[config.mk]
export PLATFORM = sky130hd
export DESIGN_NAME = angle_calc
export DESIGN_NICKNAME = d
export VERILOG_FILES = /design/src/rtl/herzel_pkg.sv /design/src/rtl/angle_div.sv /design/src/rtl/angle_calc.sv
export SDC_FILE = /design/constraint.sdc
export NUM_CORES = 1
export LEC_CHECK = 0
export ABC_AREA = 1
export ABC_CLOCK_PERIOD_IN_PS = 8200
export CAP_MARGIN = 0
export CELL_PAD_IN_SITES_DETAIL_PLACEMENT = 0
export CELL_PAD_IN_SITES_GLOBAL_PLACEMENT = 1
export CORE_MARGIN = 3
export CORE_UTILIZATION = 40
export DETAILED_ROUTE_END_ITERATION = 10
export MAX_ROUTING_LAYER = met4
export PLACE_DENSITY_LB_ADDON = 0.2
export SYNTH_ARGS = -nofsm -noshare
export SYNTH_HDL_FRONTEND = slang
export SYNTH_SLANG_ARGS = --single-unit
[constraint.sdc]
create_clock -name clk -period 8.2 [get_ports clk]
set_input_delay 2.46 -clock clk [delete_from_list [all_inputs] [get_ports clk]]
set_output_delay 2.46 -clock clk [all_outputs]
set_load 0.02 [all_outputs]
[src/rtl/herzel_pkg.sv]
// Shared definitions for the angle calculator: controller states and divider
// iteration/timing constants.
// Build option: ANGLE_CALC_ROUND_EN selects round-to-nearest (33 quotient bits).
package herzel_pkg;

  typedef enum logic [2:0] {
    IDLE,
    LOAD,
    DIV,
    STORE,
    DONE
  } state_t;

`ifdef ANGLE_CALC_ROUND_EN
  localparam int unsigned DIV_ITER = 33;
`else
  localparam int unsigned DIV_ITER = 32;
`endif

  // One LOAD cycle, DIV_ITER divide cycles and one STORE cycle per channel.
  localparam int unsigned CH_CYC = DIV_ITER + 2;

  // Width of the divider's iteration counter (holds 0..DIV_ITER-1).
  localparam int unsigned CNT_W = 6;

endpackage

[src/rtl/angle_div.sv]
// Single-channel serial restoring divider, one quotient bit per cycle.
// Build option: ANGLE_CALC_ROUND_EN (via herzel_pkg) adds one extra fraction bit.
module angle_div
  import herzel_pkg::*;
(
  input  logic                clk,
  input  logic                rstn,
  input  logic                start,
  input  logic [63:0]         dividend,
  input  logic [31:0]         divisor,
  output logic [DIV_ITER-1:0] quotient,
  output logic                done
);

  logic [31:0]         rem_q;
  logic [31:0]         rem_d;
  logic [31:0]         lo_q;
  logic [DIV_ITER-1:0] q_q;
  logic [CNT_W-1:0]    cnt_q;
  logic                busy_q;
  logic [32:0]         trial;
  logic                qbit;

  // One restoring step: shift in the next dividend bit, subtract if it fits.
  always_comb begin
    trial = {rem_q, lo_q[31]};
    qbit  = (trial >= {1'b0, divisor});
    rem_d = qbit ? (trial[31:0] - divisor) : trial[31:0];
  end

  assign done     = busy_q && (cnt_q == CNT_W'(DIV_ITER - 1));
  assign quotient = q_q;

  // Iteration state. The caller guarantees dividend[63:32] < divisor whenever
  // the result is used, so the upper quotient half is zero and the partial
  // remainder is seeded directly with dividend[63:32]; only the low half (plus
  // zero fill for a rounding bit) is iterated.
  always_ff @(posedge clk or negedge rstn) begin
    if (!rstn) begin
      rem_q  <= '0;
      lo_q   <= '0;
      q_q    <= '0;
      cnt_q  <= '0;
      busy_q <= 1'b0;
    end else if (start) begin
      rem_q  <= dividend[63:32];
      lo_q   <= dividend[31:0];
      q_q    <= '0;
      cnt_q  <= '0;
      busy_q <= 1'b1;
    end else if (busy_q) begin
      rem_q <= rem_d;
      lo_q  <= {lo_q[30:0], 1'b0};
      q_q   <= {q_q[DIV_ITER-2:0], qbit};
      cnt_q <= cnt_q + 1'b1;
      if (done) begin
        busy_q <= 1'b0;
      end
    end
  end

endmodule

[src/rtl/angle_calc.sv]
// Per-channel normalised phase step: angle[i] = freq[i] * 2^32 / samp_freq,
// computed channel by channel with a shared serial divider.
// Build option: ANGLE_CALC_ROUND_EN rounds to nearest instead of truncating.
module angle_calc
  import herzel_pkg::*;
#(
  parameter int unsigned NF = 11
) (
  input  logic                 clk,
  input  logic                 rstn,
  input  logic                 en_i,
  input  logic                 reset_h_i,
  input  logic [NF-1:0][31:0]  freq_arr_i,
  input  logic [31:0]          samp_freq_i,
  output logic [NF-1:0][31:0]  angle_arr_o,
  output logic                 valid_angel_o,
  output logic                 busy_o,
  output logic [NF-1:0]        err_o
);

  localparam int unsigned CH_W = (NF > 1) ? $clog2(NF) : 1;

  state_t              state_q;
  logic                en_s_q;
  logic                en_h_q;
  logic                start_edge;
  logic [CH_W-1:0]     ch_q;
  logic [NF-1:0][31:0] freq_s_q;
  logic [31:0]         samp_s_q;
  logic [NF-1:0][31:0] angle_q;
  logic [NF-1:0]       err_q;
  logic                valid_q;
  logic                busy_q;

  logic [31:0]         cur_f;
  logic                div_start;
  logic [DIV_ITER-1:0] quot;
  logic                div_done;
  logic                ch_err;
  logic [31:0]         res;
`ifdef ANGLE_CALC_ROUND_EN
  logic [32:0]         rounded;
`endif

  assign start_edge  = en_s_q & ~en_h_q;
  assign cur_f       = freq_s_q[ch_q];
  assign div_start   = (state_q == LOAD);

  assign angle_arr_o   = angle_q;
  assign err_o         = err_q;
  assign valid_angel_o = valid_q;
  assign busy_o        = busy_q;

  angle_div u_div (
    .clk      (clk),
    .rstn     (rstn),
    .start    (div_start),
    .dividend ({cur_f, 32'h0}),
    .divisor  (samp_s_q),
    .quotient (quot),
    .done     (div_done)
  );

  // Channel result: saturate on range error, otherwise the (rounded) quotient.
  always_comb begin
    ch_err = (samp_s_q == '0) || (cur_f >= samp_s_q);
`ifdef ANGLE_CALC_ROUND_EN
    rounded = {1'b0, quot[32:1]} + {32'b0, quot[0]};
    res     = rounded[32] ? '1 : rounded[31:0];
`else
    res     = quot;
`endif
    if (ch_err) begin
      res = '1;
    end
  end

  // en_i is registered once (en_s_q); en_h_q is its history for edge detect.
  always_ff @(posedge clk or negedge rstn) begin
    if (!rstn) begin
      en_s_q <= 1'b0;
      en_h_q <= 1'b0;
    end else begin
      en_s_q <= en_i;
      en_h_q <= en_s_q;
    end
  end

  // Controller: snapshot inputs on start, sequence channels, register outputs.
  always_ff @(posedge clk or negedge rstn) begin
    if (!rstn) begin
      state_q  <= IDLE;
      ch_q     <= '0;
      freq_s_q <= '0;
      samp_s_q <= '0;
      angle_q  <= '0;
      err_q    <= '0;
      valid_q  <= 1'b0;
      busy_q   <= 1'b0;
    end else if (reset_h_i) begin
      state_q <= IDLE;
      ch_q    <= '0;
      angle_q <= '0;
      err_q   <= '0;
      valid_q <= 1'b0;
      busy_q  <= 1'b0;
    end else begin
      case (state_q)
        IDLE: begin
          if (start_edge) begin
            state_q  <= LOAD;
            freq_s_q <= freq_arr_i;
            samp_s_q <= samp_freq_i;
            ch_q     <= '0;
            valid_q  <= 1'b0;
            busy_q   <= 1'b1;
          end
        end
        LOAD: begin
          state_q <= DIV;
        end
        DIV: begin
          if (div_done) begin
            state_q <= STORE;
          end
        end
        STORE: begin
          angle_q[ch_q] <= res;
          err_q[ch_q]   <= ch_err;
          if (ch_q == CH_W'(NF - 1)) begin
            state_q <= DONE;
          end else begin
            ch_q    <= ch_q + 1'b1;
            state_q <= LOAD;
          end
        end
        DONE: begin
          state_q <= IDLE;
          valid_q <= 1'b1;
          busy_q  <= 1'b0;
        end
        default: begin
          state_q <= IDLE;
          busy_q  <= 1'b0;
        end
      endcase
    end
  end

endmodule

# Word level (Yosys, flattened, before mapping)
# Cells that the tools add are included.
# word_totals
regBits	861
input_bits	388
output_inout_bits	365
# classes
n_eq_ne	10
n_reduce_logical	15
n_bitwise	3
magnitude_cmp	4
n_addsub	3
n_mux	40
# ops
cell	count
$mux 352	2
$bwmux 352	1
$mux 32	10
$bmux 32 s4	1
$demux 32 s4	1
$ge 33x32->1	1
$ge 32x32->1	1
$logic_not 32->1	1
$sub 32x32->32	1
$mux 11	2
$mux 3	4
$mux 4	3
$mux 6	2
$pmux 3 s4	1
$bwmux 11	1
$ne 3x3->1 const B	3
$mux 1	8
$pmux 4 s2	1
$add 6x1->6 const B	1
$eq 3x2->1 const B	2
$eq 6x5->1 const B	1
$reduce_and 2->1	3
$reduce_and 3->1	2
$reduce_bool 3->1	2
other kinds (16)	20

# Depth between registers and ports, before layout
# Gate-level depths: netlist of the first run.
# logic_depth
depth_word	8
ltp_mapped	26

# Cells and area by module
# From an unflattened synthesis of the first run, not the netlist that was laid out.
# unflattened
cells_unflattened	4530
area_unflattened_um2	40500.1
# by_module_without_submodules
module	area_per_inst_um2	n_inst	seq_area_each_um2	cells_per_inst
angle_calc	32974.1	1	18968.2	3386
angle_div	7526.0	1	2577.5	1144

# Worst setup path after synthesis of the first run
# No wires, ideal clock.
# synth_timing
kind	input to register
start	input reset_h_i
end	register freq_s_q[160] (netlist name)
stages	6
setup_slack_ps	4548
t_arrival_ps	3524
setup_ps	128
n_path_buf	3
path_cell_list	nor2_1 -> nand3_1 -> buf_2 -> buf_4 -> buf_4 -> mux2_1
# synth_via
elab_chain_cells	2
# synth_lines
item	line	source
from (decl)	angle_calc.sv:12	input logic reset_h_i,
$not 1->1 (no line)	n/a	
$reduce_and 3->1 (no line)	n/a	
to (signal assigned)	angle_calc.sv:112	freq_s_q <= freq_arr_i;
to (decl)	angle_calc.sv:28	logic [NF-1:0][31:0] freq_s_q;
# Every way passes these cells.
# A chain may end at the register's enable or synchronous reset.

# Worst setup path after layout of the first run
# layout_timing
start	register ch_q[1]
end	register angle_q (netlist bit angle_arr_o[208])
# layout_via
elab_chain_cells	8
elab_cells_between_ends	13
classes_between	order compare (3); mux (8); reduce/logical (2)
# layout_lines
item	line	source
from (decl)	angle_calc.sv:27	logic [CH_W-1:0] ch_q;
from (signal assigned)	angle_calc.sv:133	ch_q <= ch_q + 1'b1;
$bmux 32 s4	angle_calc.sv:46	assign cur_f = freq_s_q[ch_q];
$mux 32 (implied by the code)	angle_calc.sv:46	
$ge 32x32->1	angle_calc.sv:66	ch_err = (samp_s_q == '0) || (cur_f >= samp_s_q);
$logic_or 1x1->1	angle_calc.sv:66	
$mux 32	angle_calc.sv:73	if (ch_err) begin
$bwmux 352 *	angle_calc.sv:128	angle_q[ch_q] <= res;
$mux 352 *	angle_calc.sv:108	case (state_q)
$mux 352 *	angle_calc.sv:100	end else if (reset_h_i) begin
to (signal, indexed assignment)	angle_calc.sv:128	
to (decl)	angle_calc.sv:30	logic [NF-1:0][31:0] angle_q;
# Mark *: on every way between the ends. The rest lies on a longest branch, timed or not. The select of a mux whose other input is x is not followed.

==> results by stage, run 1 <==
STA:
- The worst setup skew after layout is 0.0324 ns.
- Static timing analysis puts the maximum clock frequency at 169 MHz.
- The number of hold violations in the final report was 0.
- The number of slew-limit violations in the final report is 0.
- After layout, the worst path uses 72.1% of the clock period.
- Setup violations remaining at the end of the flow were counted as 0.
- The final period demand of the worst path is 5.92 ns.
- Setup repair after global routing left no endpoint under its margin.
- Adding up every negative setup slack in the final design gives 0 ns.
- Across all setup checks in the final design, the least slack found is 2.28 ns.
- In this run the tightest slew margin relative to its limit is 22.9%.
- At the pin with the least slew margin, the transition time is 1.15 ns.

Critical path:
- The depth of the most critical reg-to-reg path is 17.
- The worst register-to-register path begins at ch_q[1]$_DFFE_PN0P_.
- For the worst setup path, the data arrival time is 6.53 ns.
- The worst setup path category is register to register.
- Data on the critical path is required at its endpoint by 8.81 ns.
- In this run the critical register-to-register path is captured at angle_arr_o[208]$_DFFE_PN0P_.
- The register-to-register setup slack is around 2.3 ns.
- The critical-path maximum fanout is 65.
- STA classifies the critical path endpoint as a register.
- The startpoint kind of the worst setup timing path is a register.

Floorplanning:
- The number of ports placed on the die boundary is 753.
- The floorplan step defined a die boundary enclosing 0.103 mm2.
- From bottom edge to top edge, the die measures roughly 320 um.
- The cell row count is 114.
- The area of the core region is 0.0974 mm2.
- The starting utilization of the core area is ~40%.
- The die extent in x is 320 um.

Global routing:
- The sum of overflow across all layers after global routing is 0.
- Entering global routing, the biggest net connects ~150 pins.
- The total routing resource utilization after global routing is slightly below 30%.
- The first global-routing pass estimated 222000 um of wire.
- The number of global-route vias before repair is 32545.
- The initial antenna violation count is 18.

CTS:
- TritonCTS built the clock tree.
- The clock latency on the worst-skew pair is approximately 0.7 ns.
- The H-tree was split into 3 levels.
- In this run the deepest clock path goes through 3 buffers.
- The number of buffers added by the clock tree synthesis step is 92.
- The total of cells resized after clock tree synthesis is 0.
- The root buffer cell chosen for the clock tree is sky130_fd_sc_hd__clkbuf_16.
- The number of sinks handled by clock tree synthesis is 829.
- After clock tree synthesis, the flow added hold-fix buffers numbering 0.
- In this run the post-CTS setup repair buffer count came out at 0.
- The CTS clock-pin slew for the worst setup and hold paths is roughly 0.060 ns.

Status:
- The run finished with clean final reports.

Detailed routing:
- The routed length per instance is 24.3 um.
- The residual DRC count is 0.
- The count of nets left with antenna violations once routing finished came out at 0.
- The first-pass detailed-route iteration total is 5.
- The number of DRC markers in iteration 0 is 2629.
- The detailed router used layers up to and including met4.
- The total vias in the final route is 32869.
- For this block, wires on met1 add up to 64400 um.
- The met2 wirelength from detailed routing is 72000 um.
- The sum of met3 wire segment lengths after detailed routing is 8680 um.
- The routed via count divided by cell count is 5.30.
- The total detailed-routing wirelength is between 150000 and 200000 um.

Final layout:
- Once layout is complete, the cells apart from fillers number 6201.
- The layout overhead on the synthesized area is 29.5%.
- The final layout net count is about 5300.
- After routing the design area is 0.0512 mm2.
- The most frequent standard cell in the layout excluding fill and tap cells is sky130_fd_sc_hd__nand2_1.
- In the layout the commonest cells are sky130_fd_sc_hd__nand2_1 (1169), sky130_fd_sc_hd__dfrtp_1 (827), sky130_fd_sc_hd__clkdlybuf4s50_1 (751).
- The multi-input combinational cells in the finished layout cover a total of 0.0169 mm2.
- Fill cells in the final layout number 9041.
- Cells with a size suffix above 1 make up 11.4% of the layout.
- Summing all flip-flop and latch instances after layout gives between 0.02 and 0.025 mm2.

Power and ir drop:
- The post-route total power is 13.6 mW.
- The worst-case IR drop observed on VDD is 0.000226 V.
- In this run the power density over the cells is 265 mW/mm2.
- In this run the static leakage power is 27.0 nW.

Placement:
- The number of cells in the design after placement is 6014.
- The congestion estimate from routability-driven global placement came to 0.916.
- The placed cell area is 0.0480 mm2.
- OpenSTA, run right after detailed placement, puts the worst setup slack at ~2.3 ns.
- The HPWL after detailed placement is 108000 um.
- The number of I/O port buffers is approximately 750.

Yosys:
- In this run the cell area of the synthesized design comes to slightly below 0.04 mm2.
- Summing the areas of all xor and xnor instances in the mapped netlist gives 0.332% of the synthesized area.
- For this run, the register share of the synthesized area comes to between 50% and 60%.
- The yosys synthesis warning count is 0.
- After Yosys synthesis, full adders, half adders and majority gates account for 2.23% of the synthesized area.
- The multiplexer share of the synthesized area is about 10%.
- The dominant combinational cell family by area after synthesis is simple AND/OR/NAND/NOR gates.
- The top flip-flop cell by instance count after synthesis is sky130_fd_sc_hd__dfrtp_1.
- The net count after synthesis is 4678.
- Counting flops with a built-in enable in the synthesized netlist gives 0.
- The average size of a mapped cell is roughly 9.4 um2.
- The register bit total from synthesis is around 830.
- Counting every instance in the synthesized netlist gives 4220.
- After synthesis, the share of flip-flops with an asynchronous set or reset is 100%.
- The count of unique library cells instantiated by Yosys is 41.
- The synthesized netlist devotes 13.0% of its cell area to compound gates.
- The basic-gate share of the synthesized area counting and, or, nand and nor cells is between 15 and 20%.

Min path:
- The beginning of the worst hold path is en_s_q$_DFF_PN0_.
- The path class of the tightest hold or removal check is register to register.
- The path with the worst hold slack has its endpoint at en_h_q$_DFF_PN0_.
- The cell depth of the worst hold path is 0.

Job:
- Max-cap violations in this run came to 0.
[Yosys cell counts (11+ instances only)]
cell,n,share of area (%)
sky130_fd_sc_hd__nor3_1,15,0.19
sky130_fd_sc_hd__a22oi_1,55,1.0
sky130_fd_sc_hd__ha_1,69,2.2
sky130_fd_sc_hd__xnor2_1,13,0.29
sky130_fd_sc_hd__o22ai_1,65,1.0
sky130_fd_sc_hd__nand3b_1,11,0.21
sky130_fd_sc_hd__nand2_1,1170,11
sky130_fd_sc_hd__nor2_1,286,2.7
sky130_fd_sc_hd__o21ai_0,204,2.6
sky130_fd_sc_hd__buf_4,15,0.28
sky130_fd_sc_hd__o21ai_1,13,0.16
sky130_fd_sc_hd__a21oi_1,72,0.91
sky130_fd_sc_hd__mux2_1,34,0.97
sky130_fd_sc_hd__mux2_2,318,9.1
sky130_fd_sc_hd__clkbuf_1,155,1.5
sky130_fd_sc_hd__buf_2,97,1.2
sky130_fd_sc_hd__inv_1,206,2.0
sky130_fd_sc_hd__nand4_1,16,0.25
sky130_fd_sc_hd__nand3_1,157,2.0
sky130_fd_sc_hd__dfrtp_1,829,52
sky130_fd_sc_hd__o21bai_1,358,6.8
[critical path, cell delays in order (launching register included)]
cell and delay, ns:
sky130_fd_sc_hd__dfrtp_4 0.73, sky130_fd_sc_hd__clkinv_2 0.50, sky130_fd_sc_hd__buf_4 0.66, sky130_fd_sc_hd__o21ai_0 0.37, sky130_fd_sc_hd__o21ai_0 0.51, sky130_fd_sc_hd__nand2_1 0.31
sky130_fd_sc_hd__nand3_1 0.25, sky130_fd_sc_hd__ha_1 0.15, sky130_fd_sc_hd__nand2_1 0.07, sky130_fd_sc_hd__nor2_1 0.29, sky130_fd_sc_hd__nand4_1 0.14, sky130_fd_sc_hd__nor2_1 0.27
sky130_fd_sc_hd__nand4_1 0.13, sky130_fd_sc_hd__nand4_1 0.12, sky130_fd_sc_hd__buf_4 0.36, sky130_fd_sc_hd__buf_4 0.64, sky130_fd_sc_hd__o21bai_1 0.12, sky130_fd_sc_hd__nand2_1 0.09
[flip-flops by register name (all words and copies together) (netlist names), 3 cells and up]
| register | count |
|---|---|
| u_div.cnt_q | 6 |
| angle_arr_o | 352 |
| samp_s_q | 32 |
| err_o | 11 |
| u_div.rem_q | 32 |
| state_q | 3 |
| u_div.quotient | 32 |
| freq_s_q | 352 |
| ch_q | 4 |
[logic make-up after synthesis]
group	after synthesis
buffers and inverters	496
adder cells (fa/ha/maj)	70
AO/OA/AOI/OAI	788
flip-flops	829
AND/OR/NAND/NOR	1670
XOR/XNOR	15
multiplexers	352
[through the flow]
stage | hold WS [ns] | utilization [%]
after detailed placement | 0.464 | 49.3
after global routing | 0.491 | 52.6
after floorplan | 0.354 | -
after global placement | 0.461 | 49.3
final | 0.467 | 52.6
after CTS | 0.480 | 52.5
[where the power goes]
part | total [mW] | internal [mW] | switching [mW]
clock network | 4.32 | 2.56 | 1.76
registers | 5.40 | 4.84 | 0.560
logic | 3.86 | 1.45 | 2.42
total | 13.6 | 8.85 | 4.73
[routing by layer]
metal	up-vias	track usage [%]
li1	15249	-
met1	16310	38.4
met2	1103	47.7
met3	207	4.68
met4	0	10.4
met5	-	-
[worst max path at each step]
stage | depth (start not counted) | to | start
floorplan | 6 | freq_s_q[160]$_DFFE_PN0P_ | reset_h_i
global placement | 17 | angle_arr_o[43]$_DFFE_PN0P_ | ch_q[1]$_DFFE_PN0P_
detailed placement | 17 | angle_arr_o[339]$_DFFE_PN0P_ | ch_q[1]$_DFFE_PN0P_
CTS | 17 | angle_arr_o[208]$_DFFE_PN0P_ | ch_q[1]$_DFFE_PN0P_
global route | 17 | angle_arr_o[11]$_DFFE_PN0P_ | ch_q[1]$_DFFE_PN0P_
finish | 17 | angle_arr_o[208]$_DFFE_PN0P_ | ch_q[1]$_DFFE_PN0P_
[final cells by class]
type / count / area share (%)
repair buffers: 799 / 15.6
multi-input cells: 2895 / 33.0
inverters: 215 / 1.59
diodes: 21 / 0.103
flip-flops and latches: 829 / 40.5
clock buffers: 128 / 5.15
clock inverters: 38 / 0.967
well taps: 1276 / 3.12
Note: power is estimated with default switching activity, not from simulation.
==> run 2, diff against run 1 <==
ABC_CLOCK_PERIOD_IN_PS = 5800   (was 8200)
clock period = 5.8 ns   (was 8.2 ns; I/O delays follow)
==> run 2 against run 1 <==
Core utilization increased by 0.22 points. Routed wire length decreased by 0.14%. Sequential share of layout area decreased by 0.17 points. Critical path depth increased by 1. Combinational power increased by 44%. Register-to-register slack got worse by 0.90 ns. Setup slack got worse by 0.90 ns. Clock power increased by 38%. Global-route usage about the same. Final cell count increased by 0.31%. Cell area increased by 0.42%. Critical endpoint is now angle_arr_o[37]$_DFFE_PN0P_. Highest routed layer unchanged.
==> results by stage, run 2 (synthesis gave the netlist of run 1 again) <==
Detailed routing:
- The number of DRC markers in iteration 0 is 2834 (+7.8%).
- The total vias in the final route is 33077 (+0.63%).
- The first-pass detailed-route iteration total is 6 (+1).
- The residual DRC count is 0 (unchanged).
- The total detailed-routing wirelength is 150000 um (-0.14%).
- The routed length per instance is 24.2 um (-0.45%).
- The routed via count divided by cell count is 5.32 (+0.33%).
- The number of antenna-violating nets in the routed design is 0 (unchanged).

STA:
- The worst-case headroom to the max-slew limit is 20.4% (-2.5 points).
- The worst setup skew after layout was 0.0569 ns (+0.0245 ns).
- The final worst slack was 1.38 ns (-0.900 ns).
- Setup repair after global routing left no endpoint under its margin.
- The number of slew-limit violations in the final report came to 0 (unchanged).
- The setup violation total in the final timing report is 0 (unchanged).
- The final period demand of the worst path was 4.42 ns (-1.50 ns).
- The highest attainable clock frequency is 226 MHz (+34%).
- The sum of negative setup slack is 0 ns (unchanged).
- The share of the clock period used by the worst path is 76.1% (+4.0 points).
- The slew of the pin with the lowest slew margin came to 1.19 ns (+0.0398 ns).
- The final worst hold slack is 0.382 ns (-0.0850 ns).
- The number of hold violations in the final report came to 0 (unchanged).

Floorplanning:
- The overall die height was 320 um (unchanged).
- The area of the die was 0.103 mm2 (unchanged).
- The number of ports placed on the die boundary came to 753 (unchanged).
- The area of the core region was 0.0974 mm2 (unchanged).
- The die extent in x came to 320 um (unchanged).
- The starting utilization of the core area is 40.6% (unchanged).
- The cell row count is 114 (unchanged).

Critical path:
- The startpoint kind of the worst setup timing path is a register.
- The worst setup path category is register to register.
- The worst-path cell with the longest stage delay is sky130_fd_sc_hd__dfrtp_4.
- Traced cell by cell, the critical path runs through inv_6, buf_4, o21ai_0, o22ai_1, nand2_1, nand3_1, ha_1, a21oi_1, nor2_1, nor2_1, nand2_1, a21oi_1, nand4_1, buf_12, buf_12, buf_12, o21bai_1, nand2_1.
- The critical-path maximum fanout is 73 (+12%).
- The arrival time of the worst setup path came to 4.94 ns (-1.59 ns).
- The required time reported for the critical path endpoint is 6.32 ns (-2.49 ns).
- The sort of element at the end of the critical path is a register.
- The longest individual stage delay on the worst path is 0.58 ns (-0.15 ns).

Final layout:
- In the layout the commonest cells are sky130_fd_sc_hd__nand2_1 (1169), sky130_fd_sc_hd__dfrtp_1 (827), sky130_fd_sc_hd__clkdlybuf4s50_1 (751).
- Relative to the synthesized area, the layout overhead comes to 30.0%.
- The end-of-flow core utilization is 52.8% (+0.22 points).
- The final layout net count came to 5315 (+0.47%).
- The post-route non-filler standard cell count was 6220 (+0.31%).
- Leaving out fill and tap cells, the most frequent cell in the layout is sky130_fd_sc_hd__nand2_1.
- The fill cell total of the finished layout is 8971 (-0.77%).
- The fraction of final layout cells sized beyond drive strength 1 is 11.8% (+0.34 points).
- The post-route standard cell area excluding fillers is 0.0514 mm2 (+0.42%).
- The register area came to 0.0208 mm2 (unchanged).
- The multi-input gate area in the final layout came to 0.0169 mm2 (unchanged).

CTS:
- The number of H-tree levels is 3 (unchanged).
- The maximum buffer depth of the clock tree came to 3 (unchanged).
- The TritonCTS clock tree is yes.
- The number of buffers added by the clock tree synthesis step is 94 (+2.2%).
- The number of sinks handled by clock tree synthesis came to 829 (unchanged).
- The root buffer cell chosen for the clock tree is sky130_fd_sc_hd__clkbuf_16.
- The count of hold buffers inserted by post-cts repair is 0 (unchanged).
- The count of buffers added by post-CTS timing repair for setup is 0 (unchanged).
- The clock latency on the worst-skew pair is 0.69 ns (about the same).
- The total of cells resized after clock tree synthesis was 0 (unchanged).
- The CTS clock-pin slew for the worst setup and hold paths is 0.06 ns (about the same).

Placement:
- The post-place setup slack is 1.40 ns (-0.869 ns).
- The number of cells in the design after placement is 6037 (+0.38%).
- The placed cell area came to 0.0483 mm2 (+0.59%).
- The number of I/O port buffers came to 752 (unchanged).
- The final RePlAce weighted congestion came to 0.945 (+3.1%).
- The HPWL reported at the end of detailed placement came to 109000 um (+0.78%).

Global routing:
- The number of global-route vias before repair is 33013 (+1.4%).
- The sum of overflow across all layers after global routing is 0 (unchanged).
- The global-route wire length before repair came to 223000 um (+0.36%).
- The pin count of the biggest net entering global routing is 118 (-23%).
- The initial antenna violation count came to 11 (-7).
- The total routing resource utilization after global routing came to 29.8% (+0.042 points).

Power and ir drop:
- The areal power density over the cells came to 372 mW/mm2 (+40%).
- The internal power of the cells is 12.4 mW (+40%).
- The share of total power consumed by net switching was 35.2% (+0.29 points).
- The highest ir drop seen on vdd is 0.000222 V (-1.7%).
- The share of total power in combinational logic came to 28.9% (+0.5 points).
- The switching component of the power came to 6.73 mW (+42%).
- The post-route total power came to 19.1 mW (+41%).
- The clock group share of total power came to 31.1% (-0.7 points).
- The standby leakage power is 27.1 nW (+0.37%).
- The relative contribution of sequential cells to total power is 39.9% (+0.2 points).

Job:
- The count of maximum capacitance violations is 0 (unchanged).

Min path:
- The worst hold path class is register to register.

Status:
- The flow ran to the end, and the final reports show no timing, DRC or antenna violations.
-- run 2: changes by cell type in the layout (fill, tap and decap cells not counted), moves of 4 or more --
cell	before	now
sky130_fd_sc_hd__buf_4	38	52
sky130_fd_sc_hd__buf_12	9	18
sky130_fd_sc_hd__bufinv_16	10	3
sky130_fd_sc_hd__clkbuf_16	92	96
sky130_fd_sc_hd__clkinv_2	22	16
sky130_fd_sc_hd__clkinvlp_4	1	5
sky130_fd_sc_hd__diode_2	21	11
sky130_fd_sc_hd__clkbuf_1	16	25
-- run 2: final cells by class --
cell class,instances,area share (%)
tap,1276,3.10
inverter,215,1.58
sequential,829,40.3
clock buffer,142,5.41
antenna,11,0.0535
clock inverter,30,0.591
multi-input combinational,2895,32.8
timing repair buffer,822,16.1
-- run 2: routing by layer --
layer	wire [um]	vias to the layer above	track usage (%)
met2	71100	1216	47.2
met3	9040	233	4.54
met4	6120	0	11.4
li1	-	15288	-
met5	0	-	-
met1	64200	16340	38.7
-- run 2: final timing paths --
check / from / to / slack, ns / depth (start not counted)
hold reg to reg: en_s_q$_DFF_PN0_ / en_h_q$_DFF_PN0_ / 0.38 / 0
max in group asynchronous: rstn / freq_s_q[40]$_DFFE_PN0P_ / 3.32 / 3
setup / recovery: ch_q[0]$_DFFE_PN0P_ / angle_arr_o[37]$_DFFE_PN0P_ / 1.38 / 18
setup reg to reg: ch_q[0]$_DFFE_PN0P_ / angle_arr_o[37]$_DFFE_PN0P_ / 1.38 / 18
min in group asynchronous: rstn / angle_arr_o[37]$_DFFE_PN0P_ / 1.10 / 1
hold / removal: en_s_q$_DFF_PN0_ / en_h_q$_DFF_PN0_ / 0.38 / 0
-- run 2: power groups by stage --
stage | Combinational, mW | Clock (mW) | Sequential [mW]
floorplan | 3.77 | 0 | 7.34
detailed placement | 5.51 | 0 | 7.73
finish | 5.54 | 5.96 | 7.64
global route | 6.14 | 6.30 | 7.76
CTS | 5.53 | 6.07 | 7.63
global placement | 5.44 | 0 | 7.71
-- run 2: critical path: cells and delay by family, from the launching register on --
family	cells	cell delay, ns
fa+ha+maj	1	0.29
compound gates	5	1.05
flops	1	0.58
simple gates	7	0.77
buf+inv	5	1.43
==> run 3, diff against run 2 <==
ABC_CLOCK_PERIOD_IN_PS = 3600   (was 5800)
CORE_UTILIZATION = 36   (was 40)
clock period = 3.6 ns   (was 5.8 ns; I/O delays follow)
==> run 3 against run 2 <==
Combinational power grew 86%. Core utilization shrank 2.6 points. Cell area grew 5.5%. Register-to-register slack lost 1.2 ns. Hold slack lost 0.045 ns. Count of clock-buffer cells in the layout grew 3. Clock skew shrank 0.017 ns. Sequential cell count is the same. Critical endpoint is now angle_arr_o[274]$_DFFE_PN0P_. Largest power group unchanged.
==> results by stage, run 3 (synthesis gave the netlist of run 1 again) <==
Status:
- The run finished with clean final reports.

Global routing:
- The number of global-route vias before repair is 33330 (+0.96%).
- The sum of overflow across all layers after global routing is 0 (unchanged).
- The total routing resource utilization after global routing is 28.6% (-1.2 points).
- The global-route wire length before repair came to 233000 um (+4.7%).
- The pin count of the biggest net entering global routing is 113 (-4.2%).
- The initial antenna violation count is 14 (+3).

Final layout:
- The post-route standard cell area excluding fillers came to 0.0543 mm2 (+5.5%).
- The layout overhead on the synthesized area is 37.2%.
- The fraction of final layout cells sized beyond drive strength 1 is 16.3% (+4.5 points).
- The fill cell total of the finished layout came to 10113 (+13%).
- The end-of-flow core utilization is 50.2% (-2.6 points).
- In the layout the commonest cells are sky130_fd_sc_hd__nand2_1 (1158), sky130_fd_sc_hd__dfrtp_1 (827), sky130_fd_sc_hd__clkdlybuf4s50_1 (751).
- The most frequent standard cell in the layout excluding fill and tap cells is sky130_fd_sc_hd__nand2_1.
- The final layout net count is 5465 (+2.8%).

CTS:
- The count of hold buffers inserted by post-cts repair is 0 (unchanged).
- The CTS clock-pin slew for the worst setup and hold paths came to 0.06 ns (about the same).
- The number of sinks handled by clock tree synthesis was 829 (unchanged).
- The number of H-tree levels is 3 (unchanged).
- The TritonCTS clock tree is yes.
- The maximum buffer depth of the clock tree is 3 (unchanged).
- The cell sitting at the root of the clock tree is a sky130_fd_sc_hd__clkbuf_16.
- The number of buffers added by the clock tree synthesis step is 95 (+1.1%).
- The clock latency on the worst-skew pair is 0.69 ns (about the same).

Detailed routing:
- The number of DRC markers in iteration 0 was 2563 (-9.6%).
- The first-pass detailed-route iteration total is 5 (-1).
- The met2 wirelength from detailed routing came to 77500 um (+9.0%).
- The total vias in the final route is 34007 (+2.8%).
- The number of antenna-violating nets in the routed design is 0 (unchanged).
- The wire length on met1 is 71100 um (+11%).
- The sum of met3 wire segment lengths after detailed routing is 10000 um (+11%).
- The detailed router used layers up to and including met4.
- The routed via count divided by cell count is 5.23 (-1.7%).
- The residual DRC count is 0 (unchanged).
- The routed length per instance is 25.3 um (+4.6%).
- The total detailed-routing wirelength was 164000 um (+9.3%).

STA:
- The number of hold violations in the final report came to 0 (unchanged).
- The number of slew-limit violations in the final report is 0 (unchanged).
- The final period demand of the worst path came to 3.46 ns (-0.952 ns).
- The worst-case headroom to the max-slew limit is 35.0% (+15 points).
- The worst setup skew after layout is 0.0395 ns (-0.0174 ns).
- The highest attainable clock frequency was 289 MHz (+27%).
- The share of the clock period used by the worst path came to 96.2% (+20 points).
- The setup violation total in the final timing report is 0 (unchanged).
- The final worst hold slack is 0.337 ns (-0.0448 ns).
- The slew of the pin with the lowest slew margin is 0.975 ns (-0.219 ns).
- The final worst slack is 0.135 ns (-1.25 ns).

Placement:
- The placed cell area is 0.0500 mm2 (+3.4%).
- The HPWL reported at the end of detailed placement is 121000 um (+11%).
- The post-place setup slack was -0.128 ns (-1.53 ns).
- The number of I/O port buffers is 752 (unchanged).
- The final RePlAce weighted congestion is 0.913 (-3.3%).

Critical path:
- The worst setup path category is register to register.
- The required time reported for the critical path endpoint is 4.21 ns (-2.11 ns).
- The sort of element at the end of the critical path is a register.
- The critical-path maximum fanout came to 24 (-67%).
- The startpoint kind of the worst setup timing path is a register.
- The arrival time of the worst setup path came to 4.07 ns (-0.87 ns).

Floorplanning:
- The starting utilization of the core area was 36.6% (-4.0 points).
- The number of ports placed on the die boundary was 753 (unchanged).
- The area of the core region is 0.108 mm2 (+11%).
- The cell row count is 120 (+5.3%).
- The area of the die came to 0.114 mm2 (+11%).
- The die extent in x is 338 um (+5.3%).
- The overall die height is 338 um (+5.3%).

Power and ir drop:
- The post-route total power is 32.9 mW (+72%).
- The standby leakage power is 28.4 nW (+4.9%).
- The highest ir drop seen on vdd is 0.000373 V (+68%).
- The areal power density over the cells is 606 mW/mm2 (+63%).

Job:
- The count of maximum capacitance violations is 0 (unchanged).

Min path:
- The worst hold path belongs to the class input pin to async pin.
[run 3: cell type report]
cell class / instances / area, um2 / area share [%]
Clock buffer: 145 / 2910 / 5.36
Timing Repair Buffer: 971 / 10200 / 18.8
Inverter: 215 / 832 / 1.53
Multi-Input combinational cell: 2895 / 17400 / 32.0
Sequential cell: 829 / 20800 / 38.2
Clock inverter: 29 / 397 / 0.731
Tap cell: 1403 / 1760 / 3.23
Antenna cell: 16 / 40.0 / 0.0737
[run 3: critical path, stage by stage (launching register included)]
cell and delay, ns:
sky130_fd_sc_hd__dfrtp_4 0.54, sky130_fd_sc_hd__buf_12 0.18, sky130_fd_sc_hd__buf_6 0.15, sky130_fd_sc_hd__o21ai_0 0.23
sky130_fd_sc_hd__o21ai_2 0.12, sky130_fd_sc_hd__nand2_1 0.14, sky130_fd_sc_hd__nand3_2 0.13, sky130_fd_sc_hd__ha_1 0.31
sky130_fd_sc_hd__nand2_1 0.06, sky130_fd_sc_hd__inv_1 0.08, sky130_fd_sc_hd__nand3_2 0.09, sky130_fd_sc_hd__nor3_4 0.20
sky130_fd_sc_hd__nand2_1 0.07, sky130_fd_sc_hd__nand2_1 0.07, sky130_fd_sc_hd__nand2_1 0.05, sky130_fd_sc_hd__nand4_1 0.19
sky130_fd_sc_hd__buf_6 0.21, sky130_fd_sc_hd__clkbuf_16 0.21, sky130_fd_sc_hd__buf_6 0.18, sky130_fd_sc_hd__o21bai_1 0.07
sky130_fd_sc_hd__nand2_1 0.09
[run 3: path summary, 6_finish.rpt]
check,from,to,slack (ns),cells past startpoint
worst max-delay path,ch_q[0]$_DFFE_PN0P_,angle_arr_o[274]$_DFFE_PN0P_,0.14,20
worst min-delay path,rstn,angle_arr_o[233]$_DFFE_PN0P_,0.34,1
worst max register to register,ch_q[0]$_DFFE_PN0P_,angle_arr_o[274]$_DFFE_PN0P_,0.14,20
worst min register to register,en_s_q$_DFF_PN0_,en_h_q$_DFF_PN0_,0.39,0
max in group asynchronous,rstn,freq_s_q[49]$_DFFE_PN0P_,2.18,2
min in group clk,en_s_q$_DFF_PN0_,en_h_q$_DFF_PN0_,0.39,0
[run 3: timing repair]
action                                  in CTS  in global routing
pin swaps                                    0                 18
endpoints found under the setup margin     351                360
buffers inserted                             0                  6
resized for setup                           12                163
hold endpoints to repair                     0                  0
gates cloned                                 0                 14
[run 3: where the power goes]
group	internal (mW)	switching, mW	leakage, nW
sequential	11.0	1.39	10.6
clock	6.08	4.09	1.62
combinational	4.29	6.02	16.1
[run 3: layer usage]
metal,global-route usage [%],up-vias
li1,-,15621
met1,37.6,16904
met2,45.3,1261
met3,4.40,221
met4,9.30,0
met5,-,-
[run 3: metrics by stage]
| step | TNS [ns] | instances |
|---|---|---|
| finish | 0 | 6503 |
| global route | -3.08 | 6500 |
| CTS | -0.00947 | 6467 |
| detailed placement | -26.72 | 6293 |
| global placement | -35.71 | 6293 |
| floorplan | 0 | 4220 |
